## src/rtl/fetch_stage_pkg.sv

```systemverilog
// fetch_stage_pkg: shared pipeline constants, fetch FSM encoding and PC helper
package fetch_stage_pkg;
   localparam logic [31:0] RESET_PC_DEF = 32'h0000_0000;
   localparam logic [31:0] NOP_DEF      = 32'h0000_0000;
   localparam logic [1:0]  FETCH        = 2'd0;
   localparam logic [1:0]  HOLD         = 2'd1;
   localparam logic [1:0]  DRAIN        = 2'd2;
   function automatic logic [31:0] pc_plus4(input logic [31:0] pc);
      return pc + 32'd4;
   endfunction
endpackage

```

## src/rtl/fetch_stage_if_id_reg.sv

```systemverilog
// if_id_reg: IF/ID pipeline register with load, bubble and hold controls
module if_id_reg
   import fetch_stage_pkg::*;
#(
   parameter logic [31:0] NOP = NOP_DEF
) (
   input  logic        clk,
   input  logic        rst,
   input  logic        i_load,
   input  logic        i_bubble,
   input  logic [31:0] i_instr,
   input  logic [31:0] i_pc_plus4,
   output logic [31:0] o_instr,
   output logic [31:0] o_pc_plus4,
   output logic        o_valid
);
   logic [31:0] r_instr, r_pc_plus4;
   logic        r_valid;
   assign o_instr    = r_instr;
   assign o_pc_plus4 = r_pc_plus4;
   assign o_valid    = r_valid;
   // bubble beats load and keeps PC+4; with neither asserted the register holds
   always_ff @(posedge clk or posedge rst)
      if (rst) begin
         r_instr    <= NOP;
         r_pc_plus4 <= '0;
         r_valid    <= 1'b0;
      end else if (i_bubble) begin
         r_instr <= NOP;
         r_valid <= 1'b0;
      end else if (i_load) begin
         r_instr    <= i_instr;
         r_pc_plus4 <= i_pc_plus4;
         r_valid    <= 1'b1;
      end
endmodule

```

## src/rtl/fetch_stage.sv

```systemverilog
// fetch_stage: PC and fetch FSM driving instruction memory and the IF/ID register
module fetch_stage
   import fetch_stage_pkg::*;
#(
   parameter logic [31:0] RESET_PC = RESET_PC_DEF,
   parameter logic [31:0] NOP      = NOP_DEF
) (
   input  logic        clk,
   input  logic        rst,
   input  logic        StallF,
   input  logic        StallD,
   input  logic        PCSrcD,
   input  logic        JumpD,
   input  logic [31:0] PCBranchD,
   input  logic [31:0] PCJumpD,
   output logic        imem_req,
   output logic [31:0] imem_addr,
   input  logic        imem_ack,
   input  logic [31:0] imem_rdata,
   output logic [31:0] InstrD,
   output logic [31:0] PCPlus4D,
   output logic        ValidD,
   output logic        FetchStall
);
   logic [1:0]  r_state;
   logic [31:0] r_pcf, r_buf, r_drain_addr;
   logic        w_stall, w_redirect, w_load, w_bubble;
   logic        w_in_fetch, w_in_hold, w_in_drain;
   logic [1:0]  w_next;
   logic [31:0] w_target, w_pc_plus4, w_instr;
   assign w_stall    = StallF | StallD;
   assign w_in_fetch = r_state == FETCH;
   assign w_in_hold  = r_state == HOLD;
   assign w_in_drain = r_state == DRAIN;
   // DRAIN already owns the new target, so a second redirect there is ignored
   assign w_redirect = (PCSrcD | JumpD) & ValidD & ~w_stall & ~w_in_drain;
   assign w_target   = PCSrcD ? PCBranchD : PCJumpD;
   assign w_pc_plus4 = pc_plus4(r_pcf);
   assign w_instr    = w_in_hold ? r_buf : imem_rdata;
   assign imem_req   = ~rst & ~w_in_hold;
   assign imem_addr  = w_in_drain ? r_drain_addr : r_pcf;
   assign FetchStall = imem_req & ~imem_ack;
   assign w_load     = ~w_stall & ~w_redirect & ((w_in_fetch & imem_ack) | w_in_hold);
   assign w_bubble   = w_redirect | (~w_stall & ((w_in_fetch & ~imem_ack) | w_in_drain));
   // next state: a redirect with the request still open must drain it first
   always_comb
      w_next = w_in_fetch ? ((w_redirect & ~imem_ack) ? DRAIN : (imem_ack & w_stall) ? HOLD : FETCH) :
               w_in_hold  ? (w_stall ? HOLD : FETCH) :
               w_in_drain ? (imem_ack ? FETCH : DRAIN) : FETCH;
   // PC, FSM state, word parked under stall and address of the request being drained
   always_ff @(posedge clk or posedge rst)
      if (rst) begin
         r_state      <= FETCH;
         r_pcf        <= RESET_PC;
         r_buf        <= '0;
         r_drain_addr <= '0;
      end else begin
         if (w_redirect) r_pcf <= w_target;
         else if (w_load) r_pcf <= w_pc_plus4;
         if (w_in_fetch & imem_ack & w_stall) r_buf <= imem_rdata;
         if (w_in_fetch & w_redirect & ~imem_ack) r_drain_addr <= r_pcf;
         r_state <= w_next;
      end
   if_id_reg #(.NOP(NOP)) u_if_id (
      .clk        (clk),
      .rst        (rst),
      .i_load     (w_load),
      .i_bubble   (w_bubble),
      .i_instr    (w_instr),
      .i_pc_plus4 (w_pc_plus4),
      .o_instr    (InstrD),
      .o_pc_plus4 (PCPlus4D),
      .o_valid    (ValidD)
   );
endmodule

```

## config.mk

```make
export PLATFORM = sky130hd
export DESIGN_NAME = fetch_stage
export DESIGN_NICKNAME = d
export VERILOG_FILES = /design/src/rtl/fetch_stage_pkg.sv /design/src/rtl/fetch_stage_if_id_reg.sv /design/src/rtl/fetch_stage.sv
export SDC_FILE = /design/constraint.sdc
export NUM_CORES = 1
export LEC_CHECK = 0
export CAP_MARGIN = 10
export CORE_MARGIN = 3
export CORE_UTILIZATION = 34
export CTS_CLUSTER_DIAMETER = 200
export CTS_CLUSTER_SIZE = 24
export DETAILED_ROUTE_END_ITERATION = 8
export PLACE_DENSITY = 0.61
export SLEW_MARGIN = 20
export SYNTH_ARGS = -nofsm -noshare
export SYNTH_HDL_FRONTEND = slang
export SYNTH_SLANG_ARGS = --single-unit
```

## constraint.sdc

```tcl
create_clock -name clk -period 6 [get_ports clk]
set_clock_uncertainty 0.15 [all_clocks]
set_input_delay 0.9 -clock clk [delete_from_list [all_inputs] [get_ports clk]]
set_output_delay 0.9 -clock clk [all_outputs]
set_load 0.01 [all_outputs]
```

==> key figures <==
Status
  • Status: finished, final reports clean

Place
  • GPL Wtd Cong: 0.764
  • Post-DP HPWL: 14300 um
  • Buffers on Ports: 201

Timing
  • Unrepaired setup endpoints after global routing: no
  • Hold Vio Cnt, Final: 0
  • Least-Margin Pin Slew: 1100 ps
  • Setup violators final: 0
  • Tmin final: 3750 ps
  • Slew margin rel.: 0.264
  • Final Max Tran Viols: 0
  • Fmax: 267 MHz
  • TNS Setup: 0 ps
  • Hold_ws: 320 ps
  • Part of the cycle the worst path needs: 0.625

Worst setup path
  • Crit end category: output port
  • Reg2Reg Depth: 4
  • CP Max Fanout: 34
  • Crit-path cells: nand2b_2, mux2_2, clkdlybuf4s50_1
  • Crit path max-delay cell type: nand2b_2
  • Reg2Reg Launch Point: r_state[0]$_DFF_PP0_
  • Max stage delay on crit path: 850 ps
  • Startpoint Class: flop
  • WP data arrival: 2700 ps
  • R2R Setup Slk: 2420 ps
  • CP Data Required Time: 4950 ps
  • Crit Path Class: flop to output port
  • FF-to-FF End: u_if_id.o_instr[7]$_DFFE_PP0P_

Global route
  • Antenna violations before repair: 0
  • First-pass GRT wire length: between 30000 and 40000 um
  • Vias in the first global route: roughly 6000
  • Gr ovfl total: 0
  • Total Routing Usage GR: 0.165
  • Largest net degree at the start of global routing: 104

Clock network
  • Clk Latency, worst-skew pair: 420 ps
  • CTS Root Cell: clkbuf_16
  • Total clock sinks: 163
  • CTS tree: yes
  • CTS buffer count: 17
  • CTS clk-pin slew, worst paths: 60 ps
  • Cts hold-fix bufs: 0
  • Post-cts resize count: 0
  • H-tree levels: 4
  • Setup repair bufs after CTS: 0
  • Max clock buf depth: 2

Finish
  • Nets: 1014
  • Layout cells sized above 1: 0.127
  • Diodes inserted: 0
  • Area Overhead vs Synth: 34.8%
  • Utilization after layout: 0.474

Min path
  • Hold-critical path depth: 2
  • Min-Delay Startpoint: u_if_id.o_pc_plus4[1]$_DFFE_PP0P_
  • HP Class: flop to flop
  • WHS Endpoint: u_if_id.o_pc_plus4[1]$_DFFE_PP0P_

Synth
  • EDFF count, synth: 0
  • Ys flop type: dfrtp_1
  • Synthesis warning total: 0
  • Yosys reg bits: 163
  • Seq/Total Area, Yosys: 0.504
  • Mean Syn Cell Area: 10.8 um^2
  • Syn Inst Count: between 700 and 800
  • Syn Nets: 854
  • Post-Syn Area: 8090 um^2
  • Library cells used by synthesis: 44
  • FFs w/ async S/R, synth: 1.00

Power
  • P_leak: 4.45 nW
  • PnR Total Power: 4.35 mW
  • Power Density: 399 nW/um^2
  • Max IR drop VDD: 0.168 mV

Detailed routing
  • DR iter-0 viols: 359
  • ANT nets after route: 0
  • Post-route DRC: 0
  • Wirelength, routed: around 21000 um
  • TritonRoute pass-1 iters: 4
  • Wire per inst: 17.1 um
  • DR vias: 5987
  • Vias per cell: 4.84

Die
  • Die area: 25700 um^2
  • Core Area: 23000 um^2
  • Initial cell density of the core: 0.352
  • Chip width: 160 um
  • Row Count: 55
  • Die Y-Extent: 160 um
  • I/O pin count: approximately 200

Job
  • Max-cap violations: 0
layout by cell type (no fill, tap or decap), types with 28 or more instances in the layout:
cell / count
xor2_1: 41
nand2_1: 96
o21ai_0: 31
o21ai_1: 34
dfrtp_1: 163
mux2_1: 32
clkdlybuf4s50_1: 200
nor2b_1: 28
mux2i_1: 37
mux2_2: 64
logic make-up (layout without fill, tap and decap cells):
kind of cell             count (synthesis)  count (layout)  synth area share
AND/OR/NAND/NOR                        204             204             0.127
flip-flops                             163             163             0.504
multiplexers                           133             133             0.179
AO/OA/AOI/OAI                          125             125            0.0890
buffers and inverters                   69             242            0.0390
XOR/XNOR                                55              55            0.0596
adder cells (fa/ha/maj)                  1               1           0.00155
area by class of cell:
cell class,count,area (um^2)
fill,2209,12100
sequential,163,4080
multi-input combinational,518,3730
timing repair buffer,208,2060
clock buffer,22,484
tap,313,392
clock inverter,10,145
inverter,2,12.5
routing by layer:
layer	up-vias	track usage	routed length (um)
met5	-	0	0
met4	0	0.0513	373
met3	21	0.0335	907
met2	141	0.264	9990
met1	2891	0.226	9870
li1	2934	-	-
registers in the layout (all words and copies together) (netlist names):
register,flops
u_if_id.o_valid,1
r_drain_addr,32
r_buf,32
r_pcf,32
r_state,2
u_if_id.o_pc_plus4,32
u_if_id.o_instr,32
Yosys cell counts, types with 2 or more instances:
cell / number / area (um^2)
nand2b_1: 2 / 12.5
mux2_2: 64 / 721
buf_6: 3 / 33.8
xor2_1: 41 / 359
nand3_1: 21 / 105
mux2i_1: 37 / 370
inv_1: 2 / 7.51
nor3_1: 2 / 10.0
dfrtp_1: 163 / 4080
o221ai_1: 2 / 17.5
o21ai_1: 34 / 170
buf_1: 9 / 33.8
buf_2: 24 / 120
xnor2_1: 14 / 123
clkbuf_1: 30 / 113
and2_1: 4 / 25.0
o21ai_0: 31 / 155
nand4_1: 19 / 119
nor2_1: 9 / 33.8
nor3_2: 3 / 30.0
nand2_1: 97 / 364
and3_1: 7 / 43.8
mux2_1: 32 / 360
a211oi_1: 27 / 203
nor4_1: 3 / 18.8
nor2b_1: 28 / 175
a21oi_1: 25 / 125
critical path, delay by kind of cell (launching register included):
| kind | cells | cell delay [ps] |
|---|---|---|
| mux | 1 | 450 |
| buf+inv | 1 | 500 |
| simple gates | 1 | 850 |
| flops | 1 | 440 |
stage by stage:
stage / cell area [um^2] / cells / setup slack, ps
3_3_place_gp: 10300 / 1204 / 2300
3_5_place_dp: 10300 / 1204 / 2220
6_report: 10900 / 1236 / 2250
5_1_grt: 10900 / 1236 / 2000
4_1_cts: 10900 / 1236 / 2210
2_1_floorplan: 8090 / 750 / 545
power by group:
| group | internal, mW | switching (mW) |
|---|---|---|
| Clock | 0.705 | 0.451 |
| Combinational | 0.798 | 0.601 |
| Sequential | 1.47 | 0.328 |
how the worst max path moves through the flow:
| stage | depth (start not counted) | endpoint | start |
|---|---|---|---|
| 2_1_floorplan | 1 | r_buf[0]$_DFFE_PP0P_ | rst |
| 3_3_place_gp | 5 | r_pcf[30]$_DFFE_PP0P_ | StallD |
| 3_5_place_dp | 5 | u_if_id.o_instr[18]$_DFFE_PP0P_ | StallD |
| 4_1_cts | 3 | imem_addr[1] | r_state[0]$_DFF_PP0_ |
| 5_1_grt | 4 | u_if_id.o_instr[8]$_DFFE_PP0P_ | r_state[0]$_DFF_PP0_ |
| 6_report | 3 | imem_addr[3] | r_state[0]$_DFF_PP0_ |
(Power assumes the default switching activity.)
